--- src/rtl/mcs_di_bridge.sv ---
// Bridges MicroBlaze MCS IO-bus strobes onto a DI register read/write handshake.
// Optional watchdog: define MCS_DI_BRIDGE_TIMEOUT_EN to bound every DI wait.
module mcs_di_bridge #(
    parameter int unsigned DI_DATA_WIDTH  = 32,
    parameter int unsigned TIMEOUT_CYCLES = 1024
) (
    input  logic                     ifclk,
    input  logic                     resetb,
    input  logic                     IO_Read_Strobe,
    input  logic                     IO_Write_Strobe,
    input  logic [31:0]              IO_Address,
    input  logic [3:0]               IO_Byte_Enable,
    input  logic [31:0]              IO_Write_Data,
    output logic [31:0]              IO_Read_Data,
    output logic                     IO_Ready,
    input  logic [15:0]              mcs_term_addr,
    output logic [15:0]              mcs_transfer_status,
    output logic [15:0]              di_term_addr,
    output logic [31:0]              di_reg_addr,
    output logic [31:0]              di_len,
    output logic                     di_read_mode,
    output logic                     di_read_req,
    output logic                     di_read,
    input  logic                     di_read_rdy,
    input  logic [DI_DATA_WIDTH-1:0] di_reg_datao,
    output logic                     di_write_mode,
    output logic                     di_write,
    input  logic                     di_write_rdy,
    output logic [DI_DATA_WIDTH-1:0] di_reg_datai,
    input  logic [15:0]              di_transfer_status,
    output logic                     busy,
    output logic                     timeout_flag
);

    localparam int unsigned DW    = DI_DATA_WIDTH;
    localparam int unsigned HALF  = 16;
    localparam int unsigned TMO_W = 16;

    typedef enum logic [2:0] {
        IDLE    = 3'd0,
        RD_REQ  = 3'd1,
        RD_WAIT = 3'd2,
        WR_WAIT = 3'd3,
        WR_ACK  = 3'd4,
        RESP    = 3'd5
    } state_t;

    state_t      r_state;
    logic        r_beat;
    logic        r_two_beat;
    logic [31:0] r_wdata;
    logic [31:0] r_rdata;

    logic [DW-1:0] w_wr_beat;
    logic [31:0]   w_rd_next;
    logic          w_unused_addr;

    assign w_unused_addr = ^{IO_Address[31:30], IO_Address[1:0]};

    // Low half goes first; the second beat of a 16-bit transfer carries the upper half.
    assign w_wr_beat = DW'(r_beat ? (r_wdata >> HALF) : r_wdata);
    assign w_rd_next = r_beat ? (r_rdata | (32'(di_reg_datao) << HALF)) : 32'(di_reg_datao);

`ifdef MCS_DI_BRIDGE_TIMEOUT_EN
    logic [TMO_W-1:0] r_tmo_cnt;
    logic             r_timeout_flag;
    logic             w_in_wait;
    logic             w_progress;
    logic             w_tmo_hit;

    assign w_in_wait  = (r_state == RD_WAIT) || (r_state == WR_WAIT) || (r_state == WR_ACK);
    assign w_progress = ((r_state == RD_WAIT) && di_read_rdy && !di_read) ||
                        ((r_state == WR_WAIT) && di_write_rdy) ||
                        ((r_state == WR_ACK) && di_write_rdy && !di_write);
    assign w_tmo_hit  = w_in_wait && !w_progress && (r_tmo_cnt == TMO_W'(TIMEOUT_CYCLES - 1));
    assign timeout_flag = r_timeout_flag;
`else
    assign timeout_flag = 1'b0;
`endif

    always_ff @(posedge ifclk or negedge resetb) begin
        if (!resetb) begin
            r_state             <= IDLE;
            r_beat              <= 1'b0;
            r_two_beat          <= 1'b0;
            r_wdata             <= '0;
            r_rdata             <= '0;
            IO_Read_Data        <= '0;
            IO_Ready            <= 1'b0;
            mcs_transfer_status <= '0;
            di_term_addr        <= '0;
            di_reg_addr         <= '0;
            di_len              <= '0;
            di_read_mode        <= 1'b0;
            di_read_req         <= 1'b0;
            di_read             <= 1'b0;
            di_write_mode       <= 1'b0;
            di_write            <= 1'b0;
            di_reg_datai        <= '0;
            busy                <= 1'b0;
`ifdef MCS_DI_BRIDGE_TIMEOUT_EN
            r_tmo_cnt           <= '0;
            r_timeout_flag      <= 1'b0;
`endif
        end else begin
            di_read_req <= 1'b0;
            di_read     <= 1'b0;
            di_write    <= 1'b0;
            IO_Ready    <= 1'b0;
`ifdef MCS_DI_BRIDGE_TIMEOUT_EN
            r_tmo_cnt <= w_in_wait ? (r_tmo_cnt + TMO_W'(1)) : '0;
`endif
            case (r_state)
                IDLE: begin
                    // Read wins over a simultaneous write; the write is dropped.
                    if (IO_Read_Strobe || IO_Write_Strobe) begin
                        di_term_addr <= mcs_term_addr;
                        di_reg_addr  <= {4'b0000, IO_Address[29:2]};
                        case (IO_Byte_Enable)
                            4'hF:    di_len <= 32'd4;
                            4'h3:    di_len <= 32'd2;
                            default: di_len <= 32'd1;
                        endcase
                        r_two_beat <= (DW == HALF) && (IO_Byte_Enable == 4'hF);
                        r_beat     <= 1'b0;
                        busy       <= 1'b1;
`ifdef MCS_DI_BRIDGE_TIMEOUT_EN
                        r_timeout_flag <= 1'b0;
`endif
                        if (IO_Read_Strobe) begin
                            di_read_mode <= 1'b1;
                            di_read_req  <= 1'b1;
                            r_state      <= RD_REQ;
                        end else begin
                            r_wdata       <= IO_Write_Data;
                            di_write_mode <= 1'b1;
                            r_state       <= WR_WAIT;
                        end
                    end
                end
                RD_REQ: r_state <= RD_WAIT;
                RD_WAIT: begin
                    // Skip the cycle of our own di_read pulse so one rdy is never taken twice.
                    if (di_read_rdy && !di_read) begin
                        di_read <= 1'b1;
                        if (r_two_beat && !r_beat) begin
                            r_rdata <= w_rd_next;
                            r_beat  <= 1'b1;
                        end else begin
                            di_read_mode        <= 1'b0;
                            IO_Ready            <= 1'b1;
                            IO_Read_Data        <= w_rd_next;
                            mcs_transfer_status <= di_transfer_status;
                            r_state             <= RESP;
                        end
                    end
                end
                WR_WAIT: begin
                    if (di_write_rdy) begin
                        di_write     <= 1'b1;
                        di_reg_datai <= w_wr_beat;
                        r_state      <= WR_ACK;
                    end
                end
                WR_ACK: begin
                    if (di_write_rdy && !di_write) begin
                        if (r_two_beat && !r_beat) begin
                            r_beat  <= 1'b1;
                            r_state <= WR_WAIT;
                        end else begin
                            di_write_mode       <= 1'b0;
                            IO_Ready            <= 1'b1;
                            IO_Read_Data        <= '0;
                            mcs_transfer_status <= di_transfer_status;
                            r_state             <= RESP;
                        end
                    end
                end
                RESP: begin
                    busy    <= 1'b0;
                    r_state <= IDLE;
                end
                default: r_state <= IDLE;
            endcase
`ifdef MCS_DI_BRIDGE_TIMEOUT_EN
            if (w_tmo_hit) begin
                di_read_mode        <= 1'b0;
                di_write_mode       <= 1'b0;
                r_timeout_flag      <= 1'b1;
                IO_Ready            <= 1'b1;
                IO_Read_Data        <= 32'hDEADBEEF;
                mcs_transfer_status <= 16'hFFFF;
                r_state             <= RESP;
            end
`endif
        end
    end

endmodule

--- config.mk ---
export PLATFORM = sky130hd
export DESIGN_NAME = mcs_di_bridge
export DESIGN_NICKNAME = d
export VERILOG_FILES = /design/src/rtl/mcs_di_bridge.sv
export SDC_FILE = /design/constraint.sdc
export NUM_CORES = 1
export LEC_CHECK = 0
export BUFFER_PORTS_ARGS = -buffer_cell sky130_fd_sc_hd__buf_2
export CAP_MARGIN = 20
export CORE_AREA = 2 2 104 157
export CTS_CLUSTER_DIAMETER = 80
export DETAILED_ROUTE_END_ITERATION = 10
export DIE_AREA = 0 0 106 159
export PLACE_DENSITY = 0.76
export SLEW_MARGIN = 20
export SYNTH_ARGS = -nofsm -noshare
export SYNTH_HDL_FRONTEND = slang
export SYNTH_SLANG_ARGS = --single-unit
--- constraint.sdc ---
create_clock -name ifclk -period 3.7 [get_ports ifclk]
set_clock_uncertainty 0.15 [all_clocks]
set_input_delay 0.555 -clock ifclk [delete_from_list [all_inputs] [get_ports ifclk]]
set_output_delay 0.555 -clock ifclk [all_outputs]
set_load 0.05 [all_outputs]
==> results of run 1 <==
==> area by class of cell <==
type,count,area share
Clock buffer,19,0.04950
Tap cell,203,0.02838
Timing Repair Buffer,276,0.1621
Antenna cell,1,0.0002796
Multi-Input combinational cell,268,0.2508
Clock inverter,13,0.02251
Inverter,33,0.01384
Sequential cell,169,0.4726
==> registers in the layout (all words and copies together), names as in the netlist <==
register             count
di_reg_datai            32
di_write_mode            1
r_wdata                 32
di_write                 1
di_reg_addr             28
di_len                   3
r_state                  3
busy                     1
di_term_addr            16
di_read                  1
di_read_mode             1
IO_Ready                 1
di_read_req              1
mcs_transfer_status     16
IO_Read_Data            32
==> what timing repair did <==
action,in CTS,in global routing
hold buffers,1,0
endpoints found under the hold margin,43,0
buffers inserted,0,0
==> placed cells by master, fill, tap and decap left out, types with 2 or more instances in the layout <==
| cell | instances |
|---|---|
| sky130_fd_sc_hd__buf_2 | 266 |
| sky130_fd_sc_hd__nor2b_1 | 2 |
| sky130_fd_sc_hd__conb_1 | 34 |
| sky130_fd_sc_hd__o21ai_0 | 4 |
| sky130_fd_sc_hd__a21oi_1 | 7 |
| sky130_fd_sc_hd__nor2_1 | 6 |
| sky130_fd_sc_hd__buf_4 | 5 |
| sky130_fd_sc_hd__bufinv_16 | 4 |
| sky130_fd_sc_hd__clkinv_4 | 2 |
| sky130_fd_sc_hd__mux2_2 | 120 |
| sky130_fd_sc_hd__nor3_1 | 2 |
| sky130_fd_sc_hd__buf_12 | 3 |
| sky130_fd_sc_hd__dfrtp_1 | 169 |
| sky130_fd_sc_hd__clkbuf_16 | 17 |
| sky130_fd_sc_hd__nand2b_1 | 3 |
| sky130_fd_sc_hd__or2_2 | 2 |
| sky130_fd_sc_hd__inv_6 | 6 |
| sky130_fd_sc_hd__o41ai_1 | 2 |
| sky130_fd_sc_hd__nand2_1 | 39 |
| sky130_fd_sc_hd__inv_1 | 33 |
| sky130_fd_sc_hd__mux2_1 | 4 |
| sky130_fd_sc_hd__mux2i_1 | 32 |
==> cells by family (layout without fill, tap and decap cells) <==
| logic type | after synthesis | after routing | share of synthesized area |
|---|---|---|---|
| compound gates | 18 | 18 | 0.01808 |
| buf+inv | 87 | 341 | 0.07379 |
| flops | 169 | 169 | 0.6174 |
| mux | 156 | 156 | 0.2506 |
| other cells | 1 | 35 | 0.0005474 |
| simple gates | 60 | 60 | 0.03963 |
==> metrics by stage <==
stage,instances,util,worst slack (ns)
3_5_place_dp,948,0.5355,1.195
3_3_place_gp,948,0.5355,1.220
2_1_floorplan,524,-,1.777
4_1_cts,981,0.5777,1.187
6_report,982,0.5779,1.222
5_1_grt,982,0.5779,1.080
==> per-layer routing <==
| layer | GRT usage | part of all wire | vias to the layer above | wire length, microns |
|---|---|---|---|---|
| met4 | 0.08134 | 0.029 | 2 | 425 |
| li1 | - | - | 2131 | - |
| met1 | 0.1824 | 0.36 | 2223 | 5282 |
| met2 | 0.3314 | 0.55 | 176 | 7960 |
| met5 | 0 | 0.00076 | - | 11 |
| met3 | 0.05035 | 0.060 | 35 | 877 |
==> worst max-delay path: cells and delay by family, from the launching register on <==
family,cells,cell delay [ns]
AND/OR/NAND/NOR,2,1.07
flip-flops,1,0.52
multiplexers,1,0.36
buffers and inverters,1,0.26
==> final timing paths <==
| check | from | end | cells after the start | slack, ns |
|---|---|---|---|---|
| max | r_state[0] | di_reg_addr[3] | 4 | 1.22 |
| max reg2reg | r_state[0] | di_reg_addr[3] | 4 | 1.22 |
| min reg2reg | di_term_addr[7] | di_term_addr[7] | 1 | 0.33 |
| min in group asynchronous | resetb | di_reg_addr[0] | 2 | 0.48 |
| min | mcs_term_addr[7] | di_term_addr[7] | 2 | 0.21 |
| max in group asynchronous | resetb | di_reg_datai[19] | 3 | 1.90 |
==> out/qor.txt, run 1 <==
SYNTHESIS
-------------------------------------------------------------------------------------
Yosys warnings                                                                      0
Ranking of synthesized cells by instance count                           169 x sky130_fd_sc_hd__dfrtp_1, 120 x sky130_fd_sc_hd__mux2_2, 42 x sky130_fd_sc_hd__buf_4
Total of flip-flops plus latches after synthesis                                  169
Average size of a mapped cell                                             13.95 sq um
Count of flip-flops with a built-in enable after synthesis                          0
Area leader, netlist                                                     sky130_fd_sc_hd__dfrtp_1
Synth Flop Type                                                          sky130_fd_sc_hd__dfrtp_1
Post-synth cell types                                                              31
Most repeated cell in the gate-level netlist after synthesis             sky130_fd_sc_hd__dfrtp_1
Netlist Area Pre-Place                                                   0.006850 sq mm
Share of synthesized flip-flops with an asynchronous set or reset               1.000
Number of cells produced by synthesis                                             491
Share of the synthesized area in the top cell type                             0.6174
Seq/Total Area, Yosys                                                          0.6174
Leading cell types by total area after synthesis                         sky130_fd_sc_hd__dfrtp_1 62%, sky130_fd_sc_hd__mux2_2 20%, sky130_fd_sc_hd__mux2i_1 4.7%

WORST SETUP PATH
-------------------------------------------------------------------------------------
Endpoint arrival time on the critical path                                    2.62 ns
Worst stage delay on the critical path                                        0.54 ns
Series of cell instances along the critical path                         or3_1, nor2_4, buf_12, mux2_2
Slowest CP cell                                                          sky130_fd_sc_hd__nor2_4
Crit Path Category                                                         reg -> reg
CP Capture Type                                                              register
Required @ worst endpoint                                                     3.84 ns
Highest fanout seen on the critical path                                           25
Critical path startpoint category                                            register

FINISH
-------------------------------------------------------------------------------------
Area overhead of the layout relative to synthesis                              30.63%
Share of final-layout standard cells stronger than drive strength 1            0.5540
Sequential cell area                                                     0.004229 sq mm
Finished layout cell area                                                0.008949 sq mm
Fill cell total of the finished layout                                           1316
Multi-input combinational cell area                                      0.002245 sq mm
Final Net Count                                                                   903

STA
-------------------------------------------------------------------------------------
Ratio of final minimum period to clock period                                  0.6697
Fin. Hold Viols                                                                     0
Setup TNS Final                                                                  0 ns
Setup repair after global routing missed its margin                                no
Number of endpoints failing setup at the final stage                                0
Max Slew Vio Count                                                                  0
Shortest period the worst path allows                                        2.478 ns
Timing-limited maximum frequency                                            403.6 MHz
Worst hold slack across all endpoints                                       0.2146 ns
Relative slew margins                                                          0.5705
Transition at the pin with the smallest max-transition slack                0.6443 ns

CTS
-------------------------------------------------------------------------------------
Clk Tree Root Cell                                                       sky130_fd_sc_hd__clkbuf_16
Gates resized, CTS repair                                                           0
H-tree level count                                                                  4
Max Buffers Root-to-Sink                                                            2
TritonCTS Sinks                                                                   169
Clock-pin slew of the registers on the worst-case setup and hold paths        0.07 ns
Latest clock arrival within the worst-skew pair                               0.41 ns
Cts bufs inserted                                                                  17
TritonCTS clock tree                                                             done

ROUTING
-------------------------------------------------------------------------------------
Number of design rule violations left after detail routing                          0
Number of routed nets with antenna violations                                       0
Initial detailed-routing violation count                                          132
Routed vias                                                                      4567
Vias per cell                                                                   4.651
Number of optimization iterations in the first detailed-route pass                  4
Wirelength, routed                                                           14.56 mm
Routed wire length per instance                                          14.82 microns

GRT
-------------------------------------------------------------------------------------
Number of antenna violations at the first check in global routing                   2
Wire length of the first global-routing pass                                 23.75 mm
Pin count of the biggest net entering global routing                               76
Residual overflow from global routing                                               0
Total GRT Usage                                                                0.1785
Via count of the first global-routing pass                                       4797

FLOORPLAN
-------------------------------------------------------------------------------------
Die area                                                                 0.01685 sq mm
Number of rows created at floorplan                                                56
Die Span Y                                                                159 microns
Io pins                                                                           306
Placeable core region                                                    0.01548 sq mm
Width of the chip                                                         106 microns
Effective utilization at floorplan                                             0.4424

HOLD PATH
-------------------------------------------------------------------------------------
Worst min-delay path class                                                  in -> reg

FLOW RUN
-------------------------------------------------------------------------------------
Number of maximum-capacitance violations                                            0

PLACE
-------------------------------------------------------------------------------------
Port Buf Inserts                                                                  267
Area after DPL                                                           0.008292 sq mm
Post-DP HPWL                                                                 10.89 mm
Last weighted congestion value of the routability-driven placer                0.8133

OUTCOME
-------------------------------------------------------------------------------------
Status                                                                   finished clean

Power of run 1 is not shown: default switching activity piles up to over one toggle a cycle in this logic, so the estimate is an artifact.
==> inputs of run 2 (changes only) <==
- CORE_AREA: 2 2 104 157 -> 2 2 107 160
- DIE_AREA: 0 0 106 159 -> 0 0 109 162
- PLACE_DENSITY: 0.76 -> 0.75
- clock period: 3.7 -> 2.1 ns (I/O delays scaled with it)
==> run 2 against run 1 <==
  * Setup slack worse by 1.1 ns
  * Non-clock buffer count is 123 higher
  * Die area is 4.8% higher
==> out/qor.txt, run 2 (synthesis results as in run 1) <==
GRT
-------------------------------------------------------------------------------------
Wire length of the first global-routing pass                                 27.00 mm   +14%
Met2 track demand over resource in global routing                              0.3662   +0.03480
Residual overflow from global routing                                               0   unchanged
GR Layer Usage met3                                                           0.05177   +0.001418
Total GRT Usage                                                                0.1968   +0.01827
Via count of the first global-routing pass                                       5537   +15%
Number of antenna violations at the first check in global routing                   0   -2
Global-route layer with the greatest usage                                       met2
Pin count of the biggest net entering global routing                               47   -38%
GR Layer Usage met1                                                            0.2040   +0.02160

CTS
-------------------------------------------------------------------------------------
Clock-pin slew of the registers on the worst-case setup and hold paths        0.07 ns   about the same
TritonCTS Sinks                                                                   169   unchanged
H-tree level count                                                                  4   unchanged
Buffers inserted during post-CTS setup optimization                                 0   unchanged
Latest clock arrival within the worst-skew pair                               0.40 ns   about the same
Max Buffers Root-to-Sink                                                            2   unchanged
Clk Tree Root Cell                                                       sky130_fd_sc_hd__clkbuf_16
Gates resized, CTS repair                                                           0   unchanged
Number of buffers added to fix hold violations after cts                          113   +112
Cts bufs inserted                                                                  17   unchanged
TritonCTS clock tree                                                             done

PLACE
-------------------------------------------------------------------------------------
Area after DPL                                                           0.008391 sq mm   +1.2%
Placed instance count                                                             961   +1.4%
Port Buf Inserts                                                                  267   unchanged
Last weighted congestion value of the routability-driven placer                0.7852   -3.5%
Post-DP HPWL                                                                 11.03 mm   +1.3%

FLOORPLAN
-------------------------------------------------------------------------------------
Number of rows created at floorplan                                                57   +1.8%
Die Span Y                                                                162 microns   +1.9%
Width of the chip                                                         109 microns   +2.8%
Io pins                                                                           306   unchanged
Effective utilization at floorplan                                             0.4231   -0.01925
Placeable core region                                                    0.01619 sq mm   +4.5%
Die area                                                                 0.01766 sq mm   +4.8%

FINISH
-------------------------------------------------------------------------------------
Share of final-layout standard cells stronger than drive strength 1            0.4878   -0.06621
Registers with the most flip-flops                                       IO_Read_Data: 32 flops, di_reg_datai: 32 flops, r_wdata: 32 flops
Finished layout cell area                                                0.01012 sq mm   +13%
Final Net Count                                                                  1026   +14%
Final core utilization                                                         0.6252   +0.04727
ANT cells                                                                           0   -1
Area overhead of the layout relative to synthesis                              47.74%
Commonest cells after routing, fill and taps aside                       266 x sky130_fd_sc_hd__buf_2, 169 x sky130_fd_sc_hd__dfrtp_1, 120 x sky130_fd_sc_hd__mux2_2
Final non-filler cell total                                                      1106   +13%
Most common cell after layout, fill and taps aside                       sky130_fd_sc_hd__buf_2

WORST SETUP PATH
-------------------------------------------------------------------------------------
Reg-to-reg slack, setup                                                       0.13 ns   -1.09 ns
Startpoint of the most critical register-to-register path                  r_state[2]
CP Capture Type                                                              register
Crit Path Category                                                         reg -> reg
Worst stage delay on the critical path                                        0.46 ns   -0.08 ns
Reg2reg end                                                              IO_Read_Data[20]
Series of cell instances along the critical path                         or3b_1, o22ai_4, buf_12, buf_4, mux2i_1
Number of cells traversed by the worst register-to-register path                    5   +1
Slowest CP cell                                                          sky130_fd_sc_hd__dfrtp_1
Critical path startpoint category                                            register
Endpoint arrival time on the critical path                                    2.13 ns   -0.49 ns
Highest fanout seen on the critical path                                           30   +20%
Required @ worst endpoint                                                     2.26 ns   -1.58 ns

ROUTING
-------------------------------------------------------------------------------------
Wirelength, routed                                                           17.06 mm   +17%
Vias per cell                                                                   4.612   -0.83%
Number of routed nets with antenna violations                                       0   unchanged
Number of optimization iterations in the first detailed-route pass                  4   unchanged
Routed wire length per instance                                          15.42 microns   +4.1%
Initial detailed-routing violation count                                          221   +67%
Number of design rule violations left after detail routing                          0   unchanged
Routed vias                                                                      5101   +12%

STA
-------------------------------------------------------------------------------------
Timing-limited maximum frequency                                            508.4 MHz   +26%
Fin. Hold Viols                                                                     0   unchanged
Shortest period the worst path allows                                        1.967 ns   -0.5108 ns
Number of endpoints failing setup at the final stage                                0   unchanged
Setup TNS Final                                                                  0 ns   unchanged
Ratio of final minimum period to clock period                                  0.9366   +0.2670
Setup repair after global routing missed its margin                                no
Max Slew Vio Count                                                                  0   unchanged

POWER
-------------------------------------------------------------------------------------
Power Density                                                            1816 mW/mm^2
Maximum resistive drop on vdd                                              0.001131 V
Overall power after layout                                                   18.38 mW
Pleak                                                                        5.077 nW

HOLD PATH
-------------------------------------------------------------------------------------
Instance count along the most critical hold path                                    3   +1
Worst min-delay path class                                                  in -> reg
Startpoint of the most critical hold path                                di_reg_datao[7]
Hold endpoint                                                            IO_Read_Data[7]

FLOW RUN
-------------------------------------------------------------------------------------
Number of maximum-capacitance violations                                            0   unchanged

OUTCOME
-------------------------------------------------------------------------------------
Status                                                                   finished clean

[run 2: cell types whose count changed in the layout (fill, tap and decap cells not counted), sizes merged]
cell         previous run  this run
dlygate4sd3             1       114
buf                   275       285
bufinv                  4         2
clkinv                  2         4
clkbuf                 19        18
diode                   1         0
[run 2: layout make-up]
cell class,count,area (sq um)
clock buffer,18,429.2
multi-input combinational,268,2240
tap,206,257.7
sequential,169,4229
fill,1207,6068
timing repair buffer,399,2681
inverter,33,123.9
clock inverter,13,160.2
[run 2: routing by layer]
| layer | wire length, microns | vias to the layer above | share of wire |
|---|---|---|---|
| met1 | 5995 | 2479 | 0.35 |
| met5 | 0 | - | 0 |
| met2 | 9403 | 212 | 0.55 |
| met4 | 474 | 0 | 0.028 |
| met3 | 1187 | 37 | 0.070 |
| li1 | - | 2373 | - |
[run 2: metrics by stage]
stage | hold WS (ns) | setup slack, ns
2_1_floorplan | -0.1306 | 0.1773
3_3_place_gp | 0.1203 | 0.2005
3_5_place_dp | 0.1197 | 0.1790
4_1_cts | 0.001433 | 0.1652
5_1_grt | 0.003602 | 0.03347
6_report | 0.01843 | 0.1331
[run 2: worst max path at each step]
stage,from,endpoint,slack (ns),cells past startpoint
floorplan,di_read,mcs_transfer_status[10],0.18,4
global placement,r_state[1],di_reg_addr[23],0.20,4
detailed placement,r_state[1],di_reg_addr[14],0.18,4
CTS,r_state[1],di_term_addr[1],0.17,4
global route,r_state[2],IO_Read_Data[20],0.03,5
finish,r_state[2],IO_Read_Data[20],0.13,5
[run 2: where the power goes]
group	internal (mW)	switching [mW]	leakage (nW)
sequential	4.90	0.809	2.02
combinational	2.86	6.66	2.77
clock	1.79	1.36	0.291
[run 2: worst max-delay path, delay by kind of cell (launching register included)]
family | cells | cell delay [ns]
DFF | 1 | 0.46
buffers and inverters | 2 | 0.45
and+or+nand+nor | 1 | 0.43
muxes | 1 | 0.24
AOI/OAI and AO/OA | 1 | 0.14
Power figures use the tool's default switching activity.
==> inputs of run 3 (changes only) <==
- PLACE_DENSITY: 0.75 -> not set
- PLACE_DENSITY_LB_ADDON: not set -> 0.05
==> run 3 against run 2 <==
  * Critical path depth is 1 lower
  * Die area unchanged
  * Routed wire length is 1.7% lower
  * Clock power is 2% lower
  * Setup slack worse by 0.022 ns
  * First-iteration DRC count shrank 23%
  * Cell area rose by 0.17%
  * Largest power group unchanged
  * Critical path type unchanged
  * Sequential share of layout area down 0.072 points
  * Non-clock buffer count rose by 1
  * Maximum frequency shrank 1.1%
==> out/qor.txt, run 3 (synthesis results as in run 1) <==
OUTCOME
-------------------------------------------------------------------------------------
Status                                                                   finished clean

WORST SETUP PATH
-------------------------------------------------------------------------------------
Highest fanout seen on the critical path                                           45   +50%
Family with the most delay on the worst path                             simple AND/OR/NAND/NOR gates
Reg2reg end                                                              di_reg_addr[2]
Count of buffering cells on the critical path with inverters included               1   -1
Required @ worst endpoint                                                     2.24 ns   -0.02 ns
Series of cell instances along the critical path                         or3_1, nor2_4, buf_12, mux2_2
Crit Path Category                                                         reg -> reg
Critical path startpoint category                                            register
Worst stage delay on the critical path                                        0.47 ns   about the same
Number of cells traversed by the worst register-to-register path                    4   -1
Endpoint arrival time on the critical path                                    2.13 ns   about the same
CP Capture Type                                                              register
Startpoint of the most critical register-to-register path                  r_state[1]
Reg-to-reg slack, setup                                                       0.11 ns   -0.02 ns
Slowest CP cell                                                          sky130_fd_sc_hd__or3_1

GRT
-------------------------------------------------------------------------------------
Pin count of the biggest net entering global routing                               53   +13%
Number of antenna violations at the first check in global routing                   1   +1
Wire length of the first global-routing pass                                 26.49 mm   -1.9%
Total GRT Usage                                                                0.1944   -0.002358
Residual overflow from global routing                                               0   unchanged
Via count of the first global-routing pass                                       5480   -1.0%

POWER
-------------------------------------------------------------------------------------
Sw frac                                                                        0.4796   -0.0008119
Pleak                                                                        5.072 nW   -0.10%
Switching power                                                              8.778 mW   -0.55%
Cell internal power dissipation                                              9.527 mW   -0.23%
Proportion of power drawn by combinational gates                                0.520   +0.002
Fraction of power consumed by sequential logic                                  0.311   about the same
Maximum resistive drop on vdd                                             0.0008806 V   -22%
Clock network fraction of total power                                           0.169   -0.002
Power Density                                                            1805 mW/mm^2   -0.56%

FINISH
-------------------------------------------------------------------------------------
Share of final-layout standard cells stronger than drive strength 1            0.4839   -0.003871
Final non-filler cell total                                                      1107   +0.090%
ANT cells                                                                           0   unchanged
Area overhead of the layout relative to synthesis                              48.00%
Final Net Count                                                                  1027   +0.097%
Most common cell after layout, fill and taps aside                       sky130_fd_sc_hd__buf_2
Commonest cells after routing, fill and taps aside                       266 x sky130_fd_sc_hd__buf_2, 169 x sky130_fd_sc_hd__dfrtp_1, 120 x sky130_fd_sc_hd__mux2_2
Registers with the most flip-flops                                       IO_Read_Data: 32 flops, di_reg_datai: 32 flops, r_wdata: 32 flops

STA
-------------------------------------------------------------------------------------
Timing-limited maximum frequency                                            502.7 MHz   -1.1%
Setup repair after global routing missed its margin                                no
Ratio of final minimum period to clock period                                  0.9472   +0.01056
Shortest period the worst path allows                                        1.989 ns   +0.02218 ns
Setup TNS Final                                                                  0 ns   unchanged
Number of endpoints failing setup at the final stage                                0   unchanged
Fin. Hold Viols                                                                     0   unchanged
Max Slew Vio Count                                                                  0   unchanged

FLOORPLAN
-------------------------------------------------------------------------------------
Placeable core region                                                    0.01619 sq mm   unchanged
Number of rows created at floorplan                                                57   unchanged
Width of the chip                                                         109 microns   unchanged
Effective utilization at floorplan                                             0.4231   unchanged
Die Span Y                                                                162 microns   unchanged
Io pins                                                                           306   unchanged
Die area                                                                 0.01766 sq mm   unchanged

ROUTING
-------------------------------------------------------------------------------------
Number of design rule violations left after detail routing                          0   unchanged
Vias per cell                                                                   4.522   -2.0%
Initial detailed-routing violation count                                          171   -23%
Number of optimization iterations in the first detailed-route pass                  4   unchanged
Number of routed nets with antenna violations                                       0   unchanged
Wirelength, routed                                                           16.77 mm   -1.7%
Routed vias                                                                      5006   -1.9%
Routed wire length per instance                                          15.15 microns   -1.8%

CTS
-------------------------------------------------------------------------------------
H-tree level count                                                                  4   unchanged
Clk Tree Root Cell                                                       sky130_fd_sc_hd__clkbuf_16
Clock-pin slew of the registers on the worst-case setup and hold paths        0.06 ns   about the same
Gates resized, CTS repair                                                           0   unchanged
TritonCTS Sinks                                                                   169   unchanged
Cts bufs inserted                                                                  17   unchanged
Latest clock arrival within the worst-skew pair                               0.41 ns   about the same
TritonCTS clock tree                                                             done
Max Buffers Root-to-Sink                                                            2   unchanged

PLACE
-------------------------------------------------------------------------------------
Port Buf Inserts                                                                  267   unchanged
Placed instance count                                                             957   -0.42%
Last weighted congestion value of the routability-driven placer                0.7580   -3.5%
Post-DP HPWL                                                                 11.43 mm   +3.6%

FLOW RUN
-------------------------------------------------------------------------------------
Number of maximum-capacitance violations                                            0   unchanged

HOLD PATH
-------------------------------------------------------------------------------------
Startpoint of the most critical hold path                                di_reg_datao[9]
Worst min-delay path class                                                  in -> reg
Hold endpoint                                                            IO_Read_Data[9]
Instance count along the most critical hold path                                    3   unchanged

==> run 3: area by class of cell <==
type	count	area [sq um]
Clock inverter	12	138.9
Tap cell	206	257.7
Fill cell	1295	6051
Multi-Input combinational cell	268	2245
Inverter	33	123.9
Sequential cell	169	4229
Timing Repair Buffer	400	2701
Clock buffer	19	442.9
==> run 3: tightest hold or removal path: stages <==
cell and delay [ns]:
sky130_fd_sc_hd__buf_2 0.10, sky130_fd_sc_hd__nand2_1 0.05, sky130_fd_sc_hd__mux2i_1 0.07
==> run 3: metal layers <==
metal | up-vias | part of all wire | GRT usage | wire, microns
li1 | 2381 | - | - | -
met1 | 2409 | 0.36 | 0.2086 | 6091
met2 | 179 | 0.54 | 0.3501 | 9051
met3 | 37 | 0.066 | 0.05337 | 1111
met4 | 0 | 0.031 | 0.08508 | 513
met5 | - | 0 | 0 | 0
==> run 3: what timing repair did <==
action / CTS / global route
hold endpoints to repair: 164 / 0
buffers inserted: 0 / 0
hold buffers: 119 / 0
==> run 3: stage by stage <==
stage	worst slack [ns]	hold WS (ns)	power, mW	cell area [sq um]	util
after detailed placement	0.1081	0.1482	15.15	8366	0.5167
final	0.1109	0.01219	18.30	10140	0.6262
after global routing	0.03157	0.007640	19.24	10140	0.6262
after CTS	0.1005	0.003591	18.50	10140	0.6262
after floorplan	0.1773	-0.1306	12.89	6974	-
after global placement	0.1534	0.1417	14.92	8366	0.5167
==> run 3: power by group through the flow <==
stage	Combinational (mW)	Sequential (mW)	Clock (mW)
after floorplan	2.70	10.2	0
after global placement	9.28	5.64	0
after detailed placement	9.41	5.74	0
after CTS	9.60	5.69	3.20
after global routing	10.0	5.91	3.31
final	9.52	5.69	3.10
==> run 3: how the worst max path moves through the flow <==
stage | startpoint | to | cells after the start
after floorplan | di_read | mcs_transfer_status[10] | 4
after global placement | r_state[1] | di_reg_addr[11] | 4
after detailed placement | r_state[1] | di_term_addr[7] | 4
after CTS | r_state[1] | di_reg_addr[7] | 4
after global routing | r_state[2] | IO_Read_Data[19] | 5
final | r_state[1] | di_reg_addr[2] | 4
